<file path="config.mk">
export PLATFORM = sky130hd
export DESIGN_NAME = serial_add_ctrl_flat
export DESIGN_NICKNAME = d
export VERILOG_FILES = /design/src/rtl/serial_add_ctrl_pkg.sv /design/src/rtl/serial_add_ctrl_if.sv /design/src/rtl/serial_add_ctrl_fulladder.sv /design/src/rtl/serial_add_ctrl.sv /design/src/flat_wrapper.sv
export SDC_FILE = /design/constraint.sdc
export NUM_CORES = 1
export LEC_CHECK = 0
export CORE_MARGIN = 2
export CORE_UTILIZATION = 35
export DETAILED_ROUTE_END_ITERATION = 16
export PLACE_DENSITY = 0.52
export SYNTH_ARGS = -nofsm -noshare
export SYNTH_HDL_FRONTEND = slang
export SYNTH_SLANG_ARGS = --single-unit
</file>
<file path="constraint.sdc">
create_clock -name clk -period 1.7 [get_ports clk]
set_input_delay 0.17 -clock clk [delete_from_list [all_inputs] [get_ports clk]]
set_output_delay 0.17 -clock clk [all_outputs]
set_load 0.01 [all_outputs]
</file>
<file path="src/rtl/serial_add_ctrl_pkg.sv">
// Shared definitions for the bit-serial add/subtract sequencer:
// FSM state encodings, the ADD/SUB opcode seen by the ALU decoder,
// and a helper that sizes the bit counter.
package serial_add_ctrl_pkg;

  // Sequencer states: accept in IDLE, one bit per cycle in RUN, one-cycle DONE pulse
  typedef enum logic [1:0] {
    S_IDLE = 2'd0,
    S_RUN  = 2'd1,
    S_DONE = 2'd2
  } state_t;

  // Operation select as driven by the ALU function decoder on the sub line
  typedef enum logic {
    OP_ADD = 1'b0,
    OP_SUB = 1'b1
  } addsub_op_t;

  localparam int DEFAULT_WIDTH = 4;

  // Counter width able to index bits 0..width-1 (at least one bit)
  function automatic int cnt_width(input int width);
    return (width <= 2) ? 1 : $clog2(width);
  endfunction

endpackage

</file>
<file path="src/rtl/serial_add_ctrl_if.sv">
// Start/busy/done handshake plus operand and result bus between the ALU
// function decoder (master) and the serial add/subtract sequencer (slave).
interface serial_add_ctrl_if
  import serial_add_ctrl_pkg::*;
#(
  parameter int WIDTH = DEFAULT_WIDTH
) ();

  logic             start;
  logic             sub;
  logic [WIDTH-1:0] a;
  logic [WIDTH-1:0] b;
  logic             busy;
  logic             done;
  logic [WIDTH-1:0] result;
  logic             cout;
  logic             ovf;

  modport master (
    output start, sub, a, b,
    input  busy, done, result, cout, ovf
  );

  modport slave (
    input  start, sub, a, b,
    output busy, done, result, cout, ovf
  );

endinterface

</file>
<file path="src/rtl/serial_add_ctrl_fulladder.sv">
// One-bit full adder cell, time-shared by the serial sequencer.
module fulladder (
  input  logic a,
  input  logic b,
  input  logic cin,
  output logic cout,
  output logic s
);

  assign s    = a ^ b ^ cin;
  assign cout = (a & b) | (cin & (a ^ b));

endmodule

</file>
<file path="src/rtl/serial_add_ctrl.sv">
// Bit-serial add/subtract sequencer. One full adder processes the operands
// LSB first over WIDTH cycles; subtraction is a + ~b + 1 with the +1 entering
// as the initial carry. Result, carry-out and signed overflow are latched on
// entry to DONE and held until the next accepted operation completes.
module serial_add_ctrl
  import serial_add_ctrl_pkg::*;
#(
  parameter int WIDTH = DEFAULT_WIDTH
) (
  input  logic            clk,
  input  logic            rst,
  serial_add_ctrl_if.slave bus
);

  localparam int            CW          = cnt_width(WIDTH);
  localparam int            SW          = WIDTH - 1;
  localparam logic [CW-1:0] CNT_LAST    = CW'(WIDTH - 1);
  localparam logic [CW-1:0] CNT_MSB_IN  = CW'(WIDTH - 2);
  localparam logic [CW-1:0] CNT_ONE     = CW'(1);

  state_t           state_reg,  state_next;
  logic [WIDTH-1:0] opa_reg,    opa_next;
  logic [WIDTH-1:0] opb_reg,    opb_next;
  logic             carry_reg,  carry_next;
  logic             c_msb_reg,  c_msb_next;
  logic [CW-1:0]    cnt_reg,    cnt_next;
  // Lower WIDTH-1 sum bits; the MSB is taken straight from the adder on the last cycle
  logic [SW-1:0]    sum_reg,    sum_next;
  logic [WIDTH-1:0] result_reg, result_next;
  logic             cout_reg,   cout_next;
  logic             ovf_reg,    ovf_next;

  logic             fa_s;
  logic             fa_cout;

  fulladder u_fa (
    .a    (opa_reg[0]),
    .b    (opb_reg[0]),
    .cin  (carry_reg),
    .cout (fa_cout),
    .s    (fa_s)
  );

  // Next-state and datapath update: accept in IDLE, shift one bit per RUN cycle,
  // latch the outputs on the transition into DONE
  always_comb begin
    state_next  = state_reg;
    opa_next    = opa_reg;
    opb_next    = opb_reg;
    carry_next  = carry_reg;
    c_msb_next  = c_msb_reg;
    cnt_next    = cnt_reg;
    sum_next    = sum_reg;
    result_next = result_reg;
    cout_next   = cout_reg;
    ovf_next    = ovf_reg;

    case (state_reg)
      S_IDLE: begin
        if (bus.start) begin
          opa_next   = bus.a;
          opb_next   = (addsub_op_t'(bus.sub) == OP_SUB) ? ~bus.b : bus.b;
          carry_next = bus.sub;
          cnt_next   = '0;
          state_next = S_RUN;
        end
      end

      S_RUN: begin
        opa_next   = opa_reg >> 1;
        opb_next   = opb_reg >> 1;
        carry_next = fa_cout;
        sum_next   = SW'({fa_s, sum_reg} >> 1);
        cnt_next   = cnt_reg + CNT_ONE;
        // Carry out of bit WIDTH-2 is the carry into the MSB
        if (cnt_reg == CNT_MSB_IN) begin
          c_msb_next = fa_cout;
        end
        if (cnt_reg == CNT_LAST) begin
          result_next = {fa_s, sum_reg};
          cout_next   = fa_cout;
          ovf_next    = c_msb_reg ^ fa_cout;
          state_next  = S_DONE;
        end
      end

      S_DONE: begin
        state_next = S_IDLE;
      end

      default: begin
        state_next = S_IDLE;
      end
    endcase
  end

  // State and datapath registers with synchronous reset (aborts any operation)
  always_ff @(posedge clk) begin
    if (rst) begin
      state_reg  <= S_IDLE;
      opa_reg    <= '0;
      opb_reg    <= '0;
      carry_reg  <= 1'b0;
      c_msb_reg  <= 1'b0;
      cnt_reg    <= '0;
      sum_reg    <= '0;
      result_reg <= '0;
      cout_reg   <= 1'b0;
      ovf_reg    <= 1'b0;
    end else begin
      state_reg  <= state_next;
      opa_reg    <= opa_next;
      opb_reg    <= opb_next;
      carry_reg  <= carry_next;
      c_msb_reg  <= c_msb_next;
      cnt_reg    <= cnt_next;
      sum_reg    <= sum_next;
      result_reg <= result_next;
      cout_reg   <= cout_next;
      ovf_reg    <= ovf_next;
    end
  end

  assign bus.busy   = (state_reg == S_RUN);
  assign bus.done   = (state_reg == S_DONE);
  assign bus.result = result_reg;
  assign bus.cout   = cout_reg;
  assign bus.ovf    = ovf_reg;

endmodule

</file>
<file path="src/flat_wrapper.sv">
// flat-port wrapper written by rule: the top's interface ports become plain ports
module serial_add_ctrl_flat import serial_add_ctrl_pkg::*;
#(
  parameter int WIDTH = DEFAULT_WIDTH
)
  (clk, rst, bus_start, bus_sub, bus_a, bus_b, bus_busy, bus_done, bus_result, bus_cout, bus_ovf);
  serial_add_ctrl_if #(.WIDTH(WIDTH)) bus_i ();
  input  logic clk;
  input  logic rst;
  input wire logic [$bits(bus_i.start)-1:0] bus_start;
  input wire logic [$bits(bus_i.sub)-1:0] bus_sub;
  input wire logic [$bits(bus_i.a)-1:0] bus_a;
  input wire logic [$bits(bus_i.b)-1:0] bus_b;
  output wire logic [$bits(bus_i.busy)-1:0] bus_busy;
  output wire logic [$bits(bus_i.done)-1:0] bus_done;
  output wire logic [$bits(bus_i.result)-1:0] bus_result;
  output wire logic [$bits(bus_i.cout)-1:0] bus_cout;
  output wire logic [$bits(bus_i.ovf)-1:0] bus_ovf;
  assign bus_i.start = bus_start;
  assign bus_i.sub = bus_sub;
  assign bus_i.a = bus_a;
  assign bus_i.b = bus_b;
  assign bus_busy = bus_i.busy;
  assign bus_done = bus_i.done;
  assign bus_result = bus_i.result;
  assign bus_cout = bus_i.cout;
  assign bus_ovf = bus_i.ovf;
  serial_add_ctrl #(.WIDTH(WIDTH)) u_core (.clk(clk), .rst(rst), .bus(bus_i));
endmodule
</file>
==> impl_metrics.toml, run 1 <==
[critical_path]
cp_max_fo = 11
critical_path_required_ns = 1.53
end_kind = "output port"
cp-start-kind = "flop"
critPathKind = "flop to output port"
worstPathArrival_ns = 1.29

[timing]
min_period_ns = 1.46
finalSetupViolations = 0
skew_ns = 0.0123
whs_ns = 0.460
fin_setup_tns_ns = 0
tightest_slew_ns = 0.472
max_freq_ghz = 0.684
maxSlewHeadroom = 0.684
post-route-period-util = 0.860
grt_setup_unrepaired = "no"
hold_viol = 0
finalMaxSlewViolations = 0

[clock_tree]
cts_tree = "done"
postCtsSetupRepairBufs = 0
root_buffer = "clkbuf_4"
clock_sinks = 23
cts_max_level = 1
cts_hold_buf = 0
cts_buffers = 3
cts_max_path_buffers = 2
clk_pin_slew_ns = 0.13
clkLatencyLatePin_ns = 0.31
ctsResizeCount = 2

[power]
power_frac_clock = 0.247
peakVddDrop_mv = 0.262
p_leak_uw = 0.000522
p_int_uw = 740
switching_power_uw = 270
powerDensity_mw_per_mm2 = 700
comb_power_share = 0.175
seqPwrFrac = 0.578
swShare = 0.267

[global_routing]
track_usage = 0.121
grt_pass1_wl_um = 3850
overflow = 0
grt_pass1_vias = 862
grt_start_max_net_pins = 16
antenna_found_initial = 0

[synthesis]
synth.area.top_cells = "dfxtp_1 (38%), a21oi_2 (7.2%), nand3_2 (5.0%)"
syn_area_mm2 = 0.00121
synth_top_area_share = 0.381
ys_warn_count = 0
yosysUniqueCellTypes = 36
syn_inst = 126
syn_nets = 141
seq_area_frac_synth = 0.381
synth-seq-cells = 23
syn_avg_cell_area_um2 = 9.60
yosys.area.top_type = "dfxtp_1"

[drt]
dr.first_iter.drc_count = 41
wirelength_um = 2100
drtAntennaViolNets = 0
wl_per_cell_um = 11.0
vias = 896
vias_per_cell = 4.69
drc = 0
dr.pass1.iters = 4

[hold_path]
min_path_type = "flop to flop"

[cells_and_area]
nets = 161
fin_cells = 191
diodes = 0
fin_area_mm2 = 0.00144
layout-area-overhead-vs-synth_pct = 19.2
drive_gt1_frac = 0.276

[run]
cap_violations = 0

[die]
num_rows = 21
die_h_um = 62.8
dieWidth_um = 62.8
ios = 20
initial_utilization = 0.363
fp.coreArea_mm2 = 0.00334
die-area_mm2 = 0.00394

[placed_design]
place_congestion = 0.733
port-buffer-count = 19
dp_hpwl_um = 1560
placed_cells = 187
post_dp_cell_area_mm2 = 0.00141

[status]
outcome = "completed"
==> power groups by stage <==
| stage | sequential (uW) | combinational, uW | clock (uW) |
|---|---|---|---|
| after floorplan | 592 | 141 | 0 |
| after global placement | 596 | 176 | 0 |
| after detailed placement | 596 | 178 | 0 |
| after CTS | 584 | 179 | 265 |
| after global routing | 588 | 197 | 285 |
| final | 584 | 176 | 250 |
==> metrics by stage <==
step	setup slack, ns	total power [uW]	util
finish	0.239	1010	0.432
global route	0.175	1070	0.432
CTS	0.00945	1030	0.432
detailed placement	0.204	774	0.423
global placement	0.237	772	0.423
floorplan	0.445	733	-
==> area by class of cell <==
type | count | area, um^2
repair buffers | 25 | 236
fillers | 361 | 1890
clock buffers | 3 | 22.5
inverters | 8 | 35.0
flip-flops and latches | 23 | 460
well taps | 46 | 57.6
clock inverters | 1 | 5.00
multi-input cells | 85 | 626
==> path summary, 6_finish.rpt <==
| kind | slack, ns | endpoint | start | cells after the start |
|---|---|---|---|---|
| max | 0.24 | bus_done | u_core.state_reg[0]$_SDFFE_PP0P_ | 3 |
| min | 0.46 | u_core.bus.ovf$_SDFFE_PP0P_ | u_core.bus.ovf$_SDFFE_PP0P_ | 2 |
| max reg2reg | 0.33 | u_core.bus.ovf$_SDFFE_PP0P_ | u_core.opa_reg[0]$_SDFFE_PP0P_ | 4 |
| min reg2reg | 0.46 | u_core.bus.ovf$_SDFFE_PP0P_ | u_core.bus.ovf$_SDFFE_PP0P_ | 2 |
==> worst max-delay path, stage by stage, from the launching register on <==
cell and delay, ns:
dfxtp_1 0.41, buf_4 0.22, nor2b_1 0.07, dlygate4sd2_1 0.28
==> logic make-up (layout without fill, tap and decap cells) <==
| kind of cell | count (synthesis) | count (layout) | synth area share |
|---|---|---|---|
| compound gates | 36 | 36 | 0.245 |
| fa+ha+maj | 3 | 3 | 0.0372 |
| xor+xnor | 5 | 5 | 0.0362 |
| flops | 23 | 23 | 0.381 |
| simple gates | 40 | 40 | 0.186 |
| buf+inv | 18 | 37 | 0.102 |
| mux | 1 | 1 | 0.0124 |
==> layout by cell type, fill, tap and decap left out, drive strengths merged <==
cell,instances
a211oi,1
a21oi,18
a221oi,1
a22oi,4
a2bb2oi,1
and2b,1
buf,6
clkbuf,3
clkdlybuf4s50,17
clkinv,1
dfxtp,23
dlygate4sd2,1
dlymetal6s2s,1
fa,1
ha,2
inv,8
mux2,1
nand2,15
nand2b,1
nand3,7
nand3b,2
nor2,12
nor2b,1
nor3,1
o21ai,2
o21bai,1
o221a,4
o22ai,3
o31ai,1
xnor2,3
xor2,2
==> cell usage after synthesis <==
cell type  count
nand3_2        6
nand3b_2       1
a21oi_2       10
and2b_1        1
nand2b_4       1
buf_2          5
nor2_2         1
o31ai_1        1
fa_1           1
o21ai_2        1
nor2b_1        1
nor3_2         1
a21oi_1        8
buf_12         2
xor2_1         2
ha_1           2
nand2_1       15
inv_4          1
o221a_2        3
buf_6          1
o21bai_2       1
a211oi_2       1
a221oi_2       1
o21ai_1        1
nor2_1        11
mux2_4         1
nand3b_1       1
inv_1          7
dfxtp_1       23
a22oi_1        4
buf_4          2
o221a_1        1
a2bb2oi_2      1
nand3_1        1
o22ai_1        3
xnor2_1        3
==> layer usage <==
metal / share of wire / track usage
met4: 0.0081 / 0.0417
met2: 0.47 / 0.198
met3: 0.044 / 0.0234
met1: 0.48 / 0.158
met5: 0 / 0
Power figures use the tool's default switching activity.
==> inputs of run 2 (changes only) <==
==> constraint.sdc (replaced) <==
create_clock -name clk -period 1.7 [get_ports clk]
set_input_delay 0.17 -clock clk [delete_from_list [all_inputs] [get_ports clk]]
set_output_delay 0.17 -clock clk [all_outputs]
set_load 0.02 [all_outputs]
==> run 2 against run 1 <==
  * Sequential cell count stayed put
  * Die area unchanged
  * Utilization up 0.15 points
  * Clock skew fell by 0.0077 ns
  * Fmax down 3.5%
  * Power rose by 0.61%
  * Cell count did not move
  * Design area is 0.35% higher
  * Combinational power up 2%
  * Critical path depth stayed put
  * Largest cell class unchanged
  * Largest power group unchanged
==> impl_metrics.toml, run 2 (synthesis gave the netlist of run 1 again) <==
[status]
outcome = "completed"

[die]
ios = 20
die_h_um = 62.8
num_rows = 21
fp.coreArea_mm2 = 0.00334
dieWidth_um = 62.8
initial_utilization = 0.363
die-area_mm2 = 0.00394

[clock_tree]
cts_max_path_buffers = 2
clkLatencyLatePin_ns = 0.30
clk_pin_slew_ns = 0.13
cts_max_level = 1
postCtsSetupRepairBufs = 0
clock_sinks = 23
cts_tree = "done"
root_buffer = "clkbuf_4"
cts_buffers = 3
cts_hold_buf = 0

[critical_path]
cp_slowest_cell = "dfxtp_1"
critPathKind = "flop to output port"
cp-start-kind = "flop"
path_cells = "nand2b_4 -> inv_4 -> dlygate4sd2_1"
cp_max_fo = 14
end_kind = "output port"
critical_path_required_ns = 1.53
max_stage_delay_ns = 0.37
worstPathArrival_ns = 1.34
crit_buf_inv = 2
cp_top_family = "buffers and inverters"

[drt]
wirelength_um = 2190
drc = 0
drtAntennaViolNets = 0
routedLengthMet1_um = 1100
top_layer_used = "met4"
vias = 895
wl_per_cell_um = 11.4
dr.pass1.iters = 4
wl_met3_um = 74
dr.first_iter.drc_count = 22
vias_per_cell = 4.69
wl_met2_um = 995

[global_routing]
grt_pass1_wl_um = 3970
grt_pass1_vias = 870
grt_start_max_net_pins = 26
track_usage = 0.124
overflow = 0
antenna_found_initial = 0

[power]
p_int_uw = 744
p_leak_uw = 0.000515
powerDensity_mw_per_mm2 = 702
finalPower_uw = 1020
peakVddDrop_mv = 0.285
power_frac_clock = 0.248
switching_power_uw = 272
swShare = 0.267
comb_power_share = 0.177
seqPwrFrac = 0.575

[timing]
maxSlewHeadroom = 0.741
setup_ws_ns = 0.186
grt_setup_unrepaired = "no"
skew_ns = 0.00464
finalSetupViolations = 0
min_period_ns = 1.51
post-route-period-util = 0.891
finalMaxSlewViolations = 0
tightest_slew_ns = 0.387
fin_setup_tns_ns = 0
hold_viol = 0
max_freq_ghz = 0.660

[cells_and_area]
layout-area-overhead-vs-synth_pct = 19.6
mostFrequentLayoutCell = "dfxtp_1"
nets = 161
diodes = 0
final_cell_mix = "dfxtp_1 (23), clkdlybuf4s50_1 (17), nand2_1 (15)"
drive_gt1_frac = 0.269

[run]
cap_violations = 0

[placed_design]
dp_hpwl_um = 1610
dpl_worst_slack_ns = 0.203
port-buffer-count = 19
place_congestion = 0.718

[hold_path]
min_path_type = "flop to flop"
-- run 2: cell count changes in the layout (fill, tap and decap cells not counted), sizes merged --
cell / previous run / this run
dlygate4sd2: 1 / 2
dlymetal6s2s: 1 / 0
clkbuf: 3 / 4
clkinv: 1 / 0
-- run 2: path summary, 6_finish.rpt --
kind	from	slack, ns	cells after the start	endpoint
worst min register to register	u_core.bus.ovf$_SDFFE_PP0P_	0.46	2	u_core.bus.ovf$_SDFFE_PP0P_
worst max register to register	u_core.opa_reg[0]$_SDFFE_PP0P_	0.34	4	u_core.bus.ovf$_SDFFE_PP0P_
worst max-delay path	u_core.state_reg[1]$_SDFFE_PP0P_	0.19	3	bus_busy
worst min-delay path	u_core.bus.ovf$_SDFFE_PP0P_	0.46	2	u_core.bus.ovf$_SDFFE_PP0P_
-- run 2: repair_timing --
item / 4_1_cts / 5_1_grt
hold endpoints to repair: 0 / 0
gates resized for setup: 2 / 0
setup endpoints to repair: 2 / 0
-- run 2: cell type report --
class	instances	area [um^2]
Clock buffer	4	26.3
Tap cell	46	57.6
Sequential cell	23	460
Fill cell	354	1890
Multi-Input combinational cell	85	626
Inverter	8	32.5
Timing Repair Buffer	25	245
-- run 2: tightest hold or removal path, stage by stage (launching register included) --
cell and delay (ns):
dfxtp_1 0.33, nand2_1 0.05, a21oi_1 0.05
-- run 2: power groups by stage --
stage	registers, uW	clock network, uW	logic, uW
2_1_floorplan	592	0	143
3_3_place_gp	596	0	180
3_5_place_dp	596	0	184
4_1_cts	584	262	183
5_1_grt	588	288	200
6_report	584	252	180
-- run 2: through the flow --
stage,util,hold WS (ns),cell area (um^2),cells
final,0.434,0.462,1450,191
after global routing,0.434,0.498,1450,191
after CTS,0.434,0.466,1450,191
after detailed placement,0.427,0.447,1420,187
after global placement,0.427,0.442,1420,187
after floorplan,-,0.333,1210,126
-- run 2: routing by layer --
layer,up-vias,global-route usage
met5,-,0
met4,0,0.0417
met3,2,0.0234
met2,16,0.211
met1,409,0.158
li1,468,-
